===== config.mk =====
export PLATFORM = sky130hd
export DESIGN_NAME = unidade_controle
export DESIGN_NICKNAME = d
export VERILOG_FILES = /design/src/rtl/unidade_controle.sv
export SDC_FILE = /design/constraint.sdc
export NUM_CORES = 1
export LEC_CHECK = 0
export CAP_MARGIN = 5
export CELL_PAD_IN_SITES_DETAIL_PLACEMENT = 1
export CELL_PAD_IN_SITES_GLOBAL_PLACEMENT = 2
export CORE_UTILIZATION = 18
export CTS_BUF_LIST = sky130_fd_sc_hd__clkbuf_4
export DETAILED_ROUTE_END_ITERATION = 12
export PLACE_DENSITY = 0.86
export SLEW_MARGIN = 20
export SYNTH_ARGS = -nofsm -noshare
export SYNTH_HDL_FRONTEND = slang
export SYNTH_SLANG_ARGS = --single-unit
export TNS_END_PERCENT = 100

===== constraint.sdc =====
create_clock -name Clock -period 2.1 [get_ports Clock]
set_clock_uncertainty 0.2 [all_clocks]
set_input_delay 0.42 -clock Clock [delete_from_list [all_inputs] [get_ports Clock]]
set_output_delay 0.42 -clock Clock [all_outputs]
set_load 0.005 [all_outputs]

===== src/rtl/unidade_controle.sv =====
// Control unit for a simple multi-cycle processor: a 2-bit step counter
// plus combinational decode of IR into datapath enables.
module unidade_controle (
  input  logic       Clock,
  input  logic       Reset,
  input  logic       Run,
  input  logic [8:0] IR,
  input  logic       G_zero,
  output logic       IRin,
  output logic [7:0] Rin,
  output logic [7:0] Rout,
  output logic       Ain,
  output logic       Gin,
  output logic       Gout,
  output logic       DINout,
  output logic       AddSub,
  output logic       Done,
  output logic [1:0] Tstep
);

  localparam int unsigned STEP_W = 2;
  localparam int unsigned REG_N  = 8;

  localparam logic [2:0] OP_MV   = 3'b000;
  localparam logic [2:0] OP_MVI  = 3'b001;
  localparam logic [2:0] OP_ADD  = 3'b010;
  localparam logic [2:0] OP_SUB  = 3'b011;
  localparam logic [2:0] OP_MVNZ = 3'b100;

  localparam logic [STEP_W-1:0] T0 = 2'd0;
  localparam logic [STEP_W-1:0] T1 = 2'd1;
  localparam logic [STEP_W-1:0] T2 = 2'd2;
  localparam logic [STEP_W-1:0] T3 = 2'd3;

  logic [STEP_W-1:0] tstep_q;
  logic [STEP_W-1:0] tstep_d;
  logic [2:0]        opcode;
  logic [REG_N-1:0]  rx_onehot;
  logic [REG_N-1:0]  ry_onehot;
  logic              is_alu;
  logic              step_done;

  assign opcode    = IR[8:6];
  assign rx_onehot = REG_N'(8'h01) << IR[5:3];
  assign ry_onehot = REG_N'(8'h01) << IR[2:0];
  assign is_alu    = (opcode == OP_ADD) || (opcode == OP_SUB);
  assign Tstep     = tstep_q;

  // Final step of the current instruction, independent of Reset gating.
  always_comb begin
    step_done = 1'b0;
    case (tstep_q)
      T0:      step_done = 1'b0;
      T1:      step_done = !is_alu;
      default: step_done = (tstep_q == T3) || !is_alu;
    endcase
  end

  // Step counter register
  always_ff @(posedge Clock) begin
    if (Reset) tstep_q <= T0;
    else       tstep_q <= tstep_d;
  end

  // Next-step logic
  always_comb begin
    tstep_d = T0;
    if (step_done)           tstep_d = T0;
    else if (tstep_q == T0)  tstep_d = Run ? T1 : T0;
    else                     tstep_d = tstep_q + STEP_W'(1);
  end

  // Output decode; Reset forces every control low in the same cycle
  always_comb begin
    IRin   = 1'b0;
    Rin    = '0;
    Rout   = '0;
    Ain    = 1'b0;
    Gin    = 1'b0;
    Gout   = 1'b0;
    DINout = 1'b0;
    AddSub = 1'b0;
    Done   = 1'b0;
    if (!Reset) begin
      Done = step_done;
      case (tstep_q)
        T0: IRin = Run;
        T1: begin
          case (opcode)
            OP_MV: begin
              Rout = ry_onehot;
              Rin  = rx_onehot;
            end
            OP_MVI: begin
              DINout = 1'b1;
              Rin    = rx_onehot;
            end
            OP_ADD, OP_SUB: begin
              Rout = rx_onehot;
              Ain  = 1'b1;
            end
            OP_MVNZ: begin
              Rout = ry_onehot;
              Rin  = G_zero ? '0 : rx_onehot;
            end
            default: ;
          endcase
        end
        T2: begin
          if (is_alu) begin
            Rout   = ry_onehot;
            Gin    = 1'b1;
            AddSub = (opcode == OP_SUB);
          end
        end
        default: begin
          if (is_alu) begin
            Gout = 1'b1;
            Rin  = rx_onehot;
          end
        end
      endcase
    end
  end

endmodule


==> reports/metrics.yaml, run 1 <==
outcome:
  status: "finished, violations left"
  violations: "setup timing"
grt:
  grt_max_degree: 11
  grt_use_total_pct: 18.3
  overflow: 0
  met1_usage_pct: 19.7
  grt_pass1_wl_um: 4740
  antenna_found_initial: 0
  met2_usage_pct: 38.1
  busiest_layer: "met2"
  grt_pass1_vias: 1021
  gr-usage-met3_pct: 1.56
layout:
  finalNetCount: 184
  areaGrowthSynthToFinish_pct: 157
  final_util_pct: 48.4
  num_antenna_cells: 0
  largest_reg_flops: 2
  drive_above_1_share_pct: 64.8
clock_tree:
  root_buffer: "clkbuf_4"
  numCtsBuffers: 3
  clkSlewWorstSetupHoldPaths_ps: 30
  htreeDepth: 1
  clk_path_buf_depth: 2
  cts.sink_count: 2
  insertion_delay_ps: 220
  cts_tree: "yes"
placement:
  portBuffers: 37
  gp_congestion: 0.743
  place_hpwl_um: 2030
  place_ws_ps: -881
yosys:
  yosysMostFrequentCell: "nand2_1"
  avgSynthCellArea_um2: 7.30
  yosys.area.top_type: "ha_1"
  synth_nets: 95
  synth_xor_area_share_pct: 0
  seq_area_frac_synth_pct: 7.03
  synthDistinctLibCells: 32
  synthAdderAreaFrac_pct: 8.79
  async_flop_share_pct: 0
  synth_top_family_by_area: "simple AND/OR/NAND/NOR gates"
  synth_ff_type: "dfxtp_1"
  yosysWarnings: 0
  yosysTopAreaCellShare_pct: 8.79
  ys_ff_latch: 2
  synth_compound_area_share_pct: 26.4
  synth_edf_count: 0
  synth_mux_area_share_pct: 0
  synth_common_cells: "nand2_1 (8), nor2_1 (7), inv_1 (5), nor3_1 (5)"
  syn_area_um2: 569
  syn_inst: 78
  synth_area_leaders: "ha_1 (8.8%), dfxtp_1 (7.0%), and4bb_2 (6.6%)"
  yosys.area_share.simple_pct: 48.6
route:
  first_pass_iters: 4
  via_per_inst: 4.59
  vias: 960
  drtAntennaViolNets: 0
  remaining_drc_errors: 0
  routed_wl_um: 3040
  wl_per_cell_um: 14.6
  drt_iter0_markers: 4
sta:
  maxSlewViolCount: 0
  rsz0062_at_grt: "yes"
  hold_slack_ps: 487
  setup_slack_ps: -386
  max_freq_ghz: 0.402
  post-route-min-period_ps: 2490
  hold_violations: 0
  tightest_slew_ps: 305
  fin_crit_sh_pct: 118
  finalSetupViolCount: 21
  slew_headroom_pct: 79.6
die:
  die_h_um: 58.2
  die_w_um: 58.2
  start_util_pct: 18.8
  ios: 38
  rows: 20
  core_area_um2: 3030
  dieArea_um2: 3390
setup_path:
  path_class: "reg -> out"
  critPathLaunchType: "flop"
  cp_slowest_cell: "or3b_1"
  cp_max_fo: 2
  end_kind: "output pin"
  arrival_ps: 1870
  ff2ff_path_depth: 6
  required_ps: 1480
  max_stage_delay_ps: 350
  path_cells: "inv_2, ha_4, or3b_1, a211o_1, buf_6, o32ai_2, buf_2"
  r2r_slack_ps: 570
power:
  ir_worst_vdd_mv: 0.304
  power_density_nw_per_um2: 260
  leakagePower_nw: 0.655
run:
  drv_cap: 0
hold_path:
  hold_path.class: "reg -> reg"
  whs_path_depth: 3
[what timing repair did]
item / CTS / global route
endpoints found under the setup margin: 23 / 22
resized for setup: 129 / 12
buffers inserted: 15 / 5
hold buffers: 0 / 0
pin swaps: 10 / 8
[path summary, 6_finish.rpt]
check	endpoint	start
setup / recovery	Rout[2]	Tstep[1]
hold / removal	Tstep[1]	Tstep[0]
setup reg to reg	Tstep[1]	Tstep[0]
hold reg to reg	Tstep[1]	Tstep[0]
[power by group]
group	internal [mW]	total (mW)	switching (mW)	leakage, nW
clock	0.0628	0.0815	0.0186	0.0138
combinational	0.142	0.249	0.107	0.624
sequential	0.0439	0.0509	0.00697	0.0175
total	0.249	0.382	0.133	0.655
[cells in the final DEF, fill, tap and decap left out, types with 4 or more instances in the layout]
cell	synthesis	routed
buf_2	0	21
buf_6	1	17
clkdlybuf4s50_1	0	10
dlygate4sd2_1	0	4
nor2_1	7	5
buf_4	0	33
o22ai_2	0	4
nand2_1	8	8
[through the flow]
step                      power (mW)  setup TNS, ps  area [um^2]  instances
after global routing           0.408          -6380         1470        209
final                          0.382          -4990         1470        209
after detailed placement       0.235         -16030         1190        186
after floorplan                0.120              0          569         78
after CTS                      0.363          -4510         1370        204
after global placement         0.227         -15340         1190        186
[logic make-up after synthesis]
logic type,after synthesis
buffers and inverters,8
adders and majority gates,4
DFF,2
and+or+nand+nor,45
AOI/OAI and AO/OA,19
[worst max-delay path, delay by kind of cell (launching register included)]
family	cells	cell delay (ps)
DFF	1	320
adders and majority gates	1	130
AOI/OAI and AO/OA	2	500
and+or+nand+nor	1	350
buffers and inverters	3	360
[layout make-up]
type | count | area (um^2)
sequential | 2 | 45.0
fill | 376 | 1560
inverter | 5 | 18.8
timing repair buffer | 87 | 701
clock buffer | 3 | 22.5
multi-input combinational | 68 | 623
tap | 44 | 55.1
[metal layers]
layer / part of all wire [%] / vias up
li1: - / 470
met1: 39 / 463
met2: 57 / 25
met3: 3.0 / 2
met4: 0.49 / 0
met5: 0 / -
Note: power is estimated with default switching activity, not from simulation.
==> run 2, diff against run 1 <==
--- a/config.mk
+++ b/config.mk
@@ -8,10 +8,11 @@
 export CAP_MARGIN = 5
 export CELL_PAD_IN_SITES_DETAIL_PLACEMENT = 1
 export CELL_PAD_IN_SITES_GLOBAL_PLACEMENT = 2
-export CORE_UTILIZATION = 18
+export CORE_UTILIZATION = 16
 export CTS_BUF_LIST = sky130_fd_sc_hd__clkbuf_4
 export DETAILED_ROUTE_END_ITERATION = 12
-export PLACE_DENSITY = 0.86
+export GPL_TIMING_DRIVEN = 0
+export PLACE_DENSITY = 0.81
 export SLEW_MARGIN = 20
 export SYNTH_ARGS = -nofsm -noshare
 export SYNTH_HDL_FRONTEND = slang
==> constraint.sdc (replaced) <==
create_clock -name Clock -period 2.2 [get_ports Clock]
set_clock_uncertainty 0.2 [all_clocks]
set_input_delay 0.44 -clock Clock [delete_from_list [all_inputs] [get_ports Clock]]
set_output_delay 0.44 -clock Clock [all_outputs]
set_load 0.005 [all_outputs]
==> run 2 against run 1 <==
Against the previous run:
- the run still ends with setup timing left
- global-route usage is 3.6 points lower
- clock power is 0.5% higher
- worst hold slack worse by 95 ps
- combinational power is 26% lower
- highest routed layer unchanged
- largest cell class is now multi-input combinational cells
- routed wire length is 11% lower
- final cell count is 12% lower
- worst setup slack better by 110 ps
- critical path depth is 2 lower
- count of clock-buffer cells in the layout stayed put
- sequential cell count stayed put
- sequential power hardly changed
==> reports/metrics.yaml, run 2 (synthesized netlist as in run 1, its figures left out) <==
clock_tree:
  cts.sink_count: 2  # unchanged
  root_buffer: "clkbuf_4"
  cts_tree: "yes"
  clkSlewWorstSetupHoldPaths_ps: 30  # about the same
  numCtsBuffers: 3  # unchanged
  clk_path_buf_depth: 2  # unchanged
  htreeDepth: 1  # unchanged
  insertion_delay_ps: 230  # about the same
  holdBufCountCts: 0  # unchanged
route:
  vias: 869  # -9.5%
  wl_per_cell_um: 14.8  # +2.0%
  routed_wl_um: 2720  # -11%
  remaining_drc_errors: 0  # unchanged
  drtAntennaViolNets: 0  # unchanged
  via_per_inst: 4.75  # +3.4%
  drt_iter0_markers: 10  # +6
  first_pass_iters: 4  # unchanged
setup_path:
  arrival_ps: 1830  # -40 ps
  worstReg2RegStart: "Tstep[1]"
  end_kind: "output pin"
  cp_max_fo: 5  # +3
  required_ps: 1560  # +80 ps
  ff2ff_path_depth: 6  # unchanged
  path_class: "reg -> out"
  r2r_slack_ps: 770  # +200 ps
  critPathLaunchType: "flop"
  r2r-end: "Tstep[0]"
die:
  core_area_um2: 3360  # +11%
  ios: 38  # unchanged
  die_w_um: 61.7  # +5.9%
  rows: 21  # +5.0%
  dieArea_um2: 3800  # +12%
  start_util_pct: 16.9  # -1.9 points
  die_h_um: 61.7  # +5.9%
hold_path:
  min_from: "Reset"
  whs_path_depth: 2  # -1
  worstHoldEndpoint: "Tstep[1]"
  hold_path.class: "in -> reg"
sta:
  post-route-min-period_ps: 2470
  finalSetupTns_ps: -3150  # +1840 ps
  setup_slack_ps: -274  # +112 ps
  fin_crit_sh_pct: 112
  slew_headroom_pct: 79.3  # -0.34 points
  tightest_slew_ps: 309  # +4.06 ps
  rsz0062_at_grt: "yes"
  hold_violations: 0  # unchanged
  maxSlewViolCount: 0  # unchanged
  finalSetupViolCount: 17  # -19%
  max_freq_ghz: 0.404
power:
  intPower_mw: 0.199  # -20%
  comb_power_share_pct: 58.0  # -7.3 points
  ir_worst_vdd_mv: 0.207  # -32%
  power.total_mw: 0.316  # -17%
  leakagePower_nw: 0.542  # -17%
  swShare_pct: 37.2  # +2.3 points
  p_seq_share_pct: 16.1  # +2.8 points
  p_clk_share_pct: 25.9  # +4.6 points
  power_density_nw_per_um2: 251  # -3.8%
  p_sw_mw: 0.118  # -12%
layout:
  fill_cells: 434  # +15%
  seq_area_um2: 47.5  # +5.6%
  final_cells: 183  # -12%
  mostFrequentLayoutCells: "dlygate4sd2_1 (13), buf_2 (13), buf_6 (12), buf_4 (11), nand2_1 (8)"
  areaGrowthSynthToFinish_pct: 122
  largest_reg_flops: 2  # unchanged
  finalNetCount: 156  # -15%
  multi_input_comb_area_um2: 618  # -0.80%
  num_antenna_cells: 0  # unchanged
  drive_above_1_share_pct: 52.6  # -12 points
  final_area_um2: 1260  # -14%
placement:
  placed_cells_incl_taps: 159  # -15%
  place_ws_ps: -959  # -77.9 ps
  portBuffers: 35  # -5.4%
  place_hpwl_um: 1740  # -14%
  gp_congestion: 0.731  # -1.6%
  dpl_cell_area_um2: 977  # -18%
grt:
  grt_use_total_pct: 14.7  # -3.6 points
  met1_usage_pct: 14.7  # -5.0 points
  grt_pass1_vias: 891  # -13%
  grt_pass1_wl_um: 4080  # -14%
  overflow: 0  # unchanged
  grt_max_degree: 11  # unchanged
  gr-usage-met3_pct: 1.89  # +0.33 points
  antenna_found_initial: 0  # unchanged
  busiest_layer: "met2"
  met2_usage_pct: 30.4  # -7.7 points
outcome:
  status: "finished, violations left"
  violations: "setup timing"
run:
  drv_cap: 0  # unchanged
-- run 2: worst max-delay path, cell delays in order (launching register included) --
cell     delay (ps)
dfxtp_4         390
ha_4            160
or3b_1          360
a211o_1         330
o32ai_2         220
buf_2           150
-- run 2: final cells by class --
| class | instances | area share [%] |
|---|---|---|
| multi-input combinational | 68 | 49.0 |
| clock buffer | 3 | 1.78 |
| buffer | 3 | 2.87 |
| inverter | 5 | 1.88 |
| sequential | 2 | 3.77 |
| timing repair buffer | 56 | 36.2 |
| tap | 46 | 4.56 |
-- run 2: how the worst max path moves through the flow --
stage              from       to  slack, ps  cells past startpoint
6_report       Tstep[0]  Rout[2]       -270                      5
5_1_grt        Tstep[0]  Rout[2]       -330                      5
4_1_cts        Tstep[1]  Rout[2]       -270                      6
3_5_place_dp      Reset   Rin[0]       -960                      5
3_3_place_gp      Reset   Rin[1]       -940                      5
2_1_floorplan  Tstep[0]  Rout[2]        110                      4
-- run 2: power groups by stage --
stage	sequential, mW	combinational [mW]	clock, mW
after floorplan	0.0453	0.0693	0
after global placement	0.0462	0.130	0
after detailed placement	0.0464	0.132	0
after CTS	0.0512	0.174	0.0886
after global routing	0.0516	0.199	0.0857
final	0.0508	0.184	0.0819
-- run 2: routing by layer --
metal  vias to the layer above  part of all wire [%]
met5                         -                     0
met4                         0                  0.99
met3                         4                   5.0
met2                        25                    58
met1                       424                    36
li1                        416                     -
-- run 2: timing repair --
item                       CTS  global route
gates resized for setup    113            14
setup buffers               17             4
setup endpoints to repair   23            20
pin swaps                   15             1
-- run 2: through the flow --
stage,utilization (%),hold slack (ps)
6_report,37.5,393
5_1_grt,37.5,404
4_1_cts,35.9,383
3_5_place_dp,29.1,467
3_3_place_gp,29.1,438
2_1_floorplan,-,317
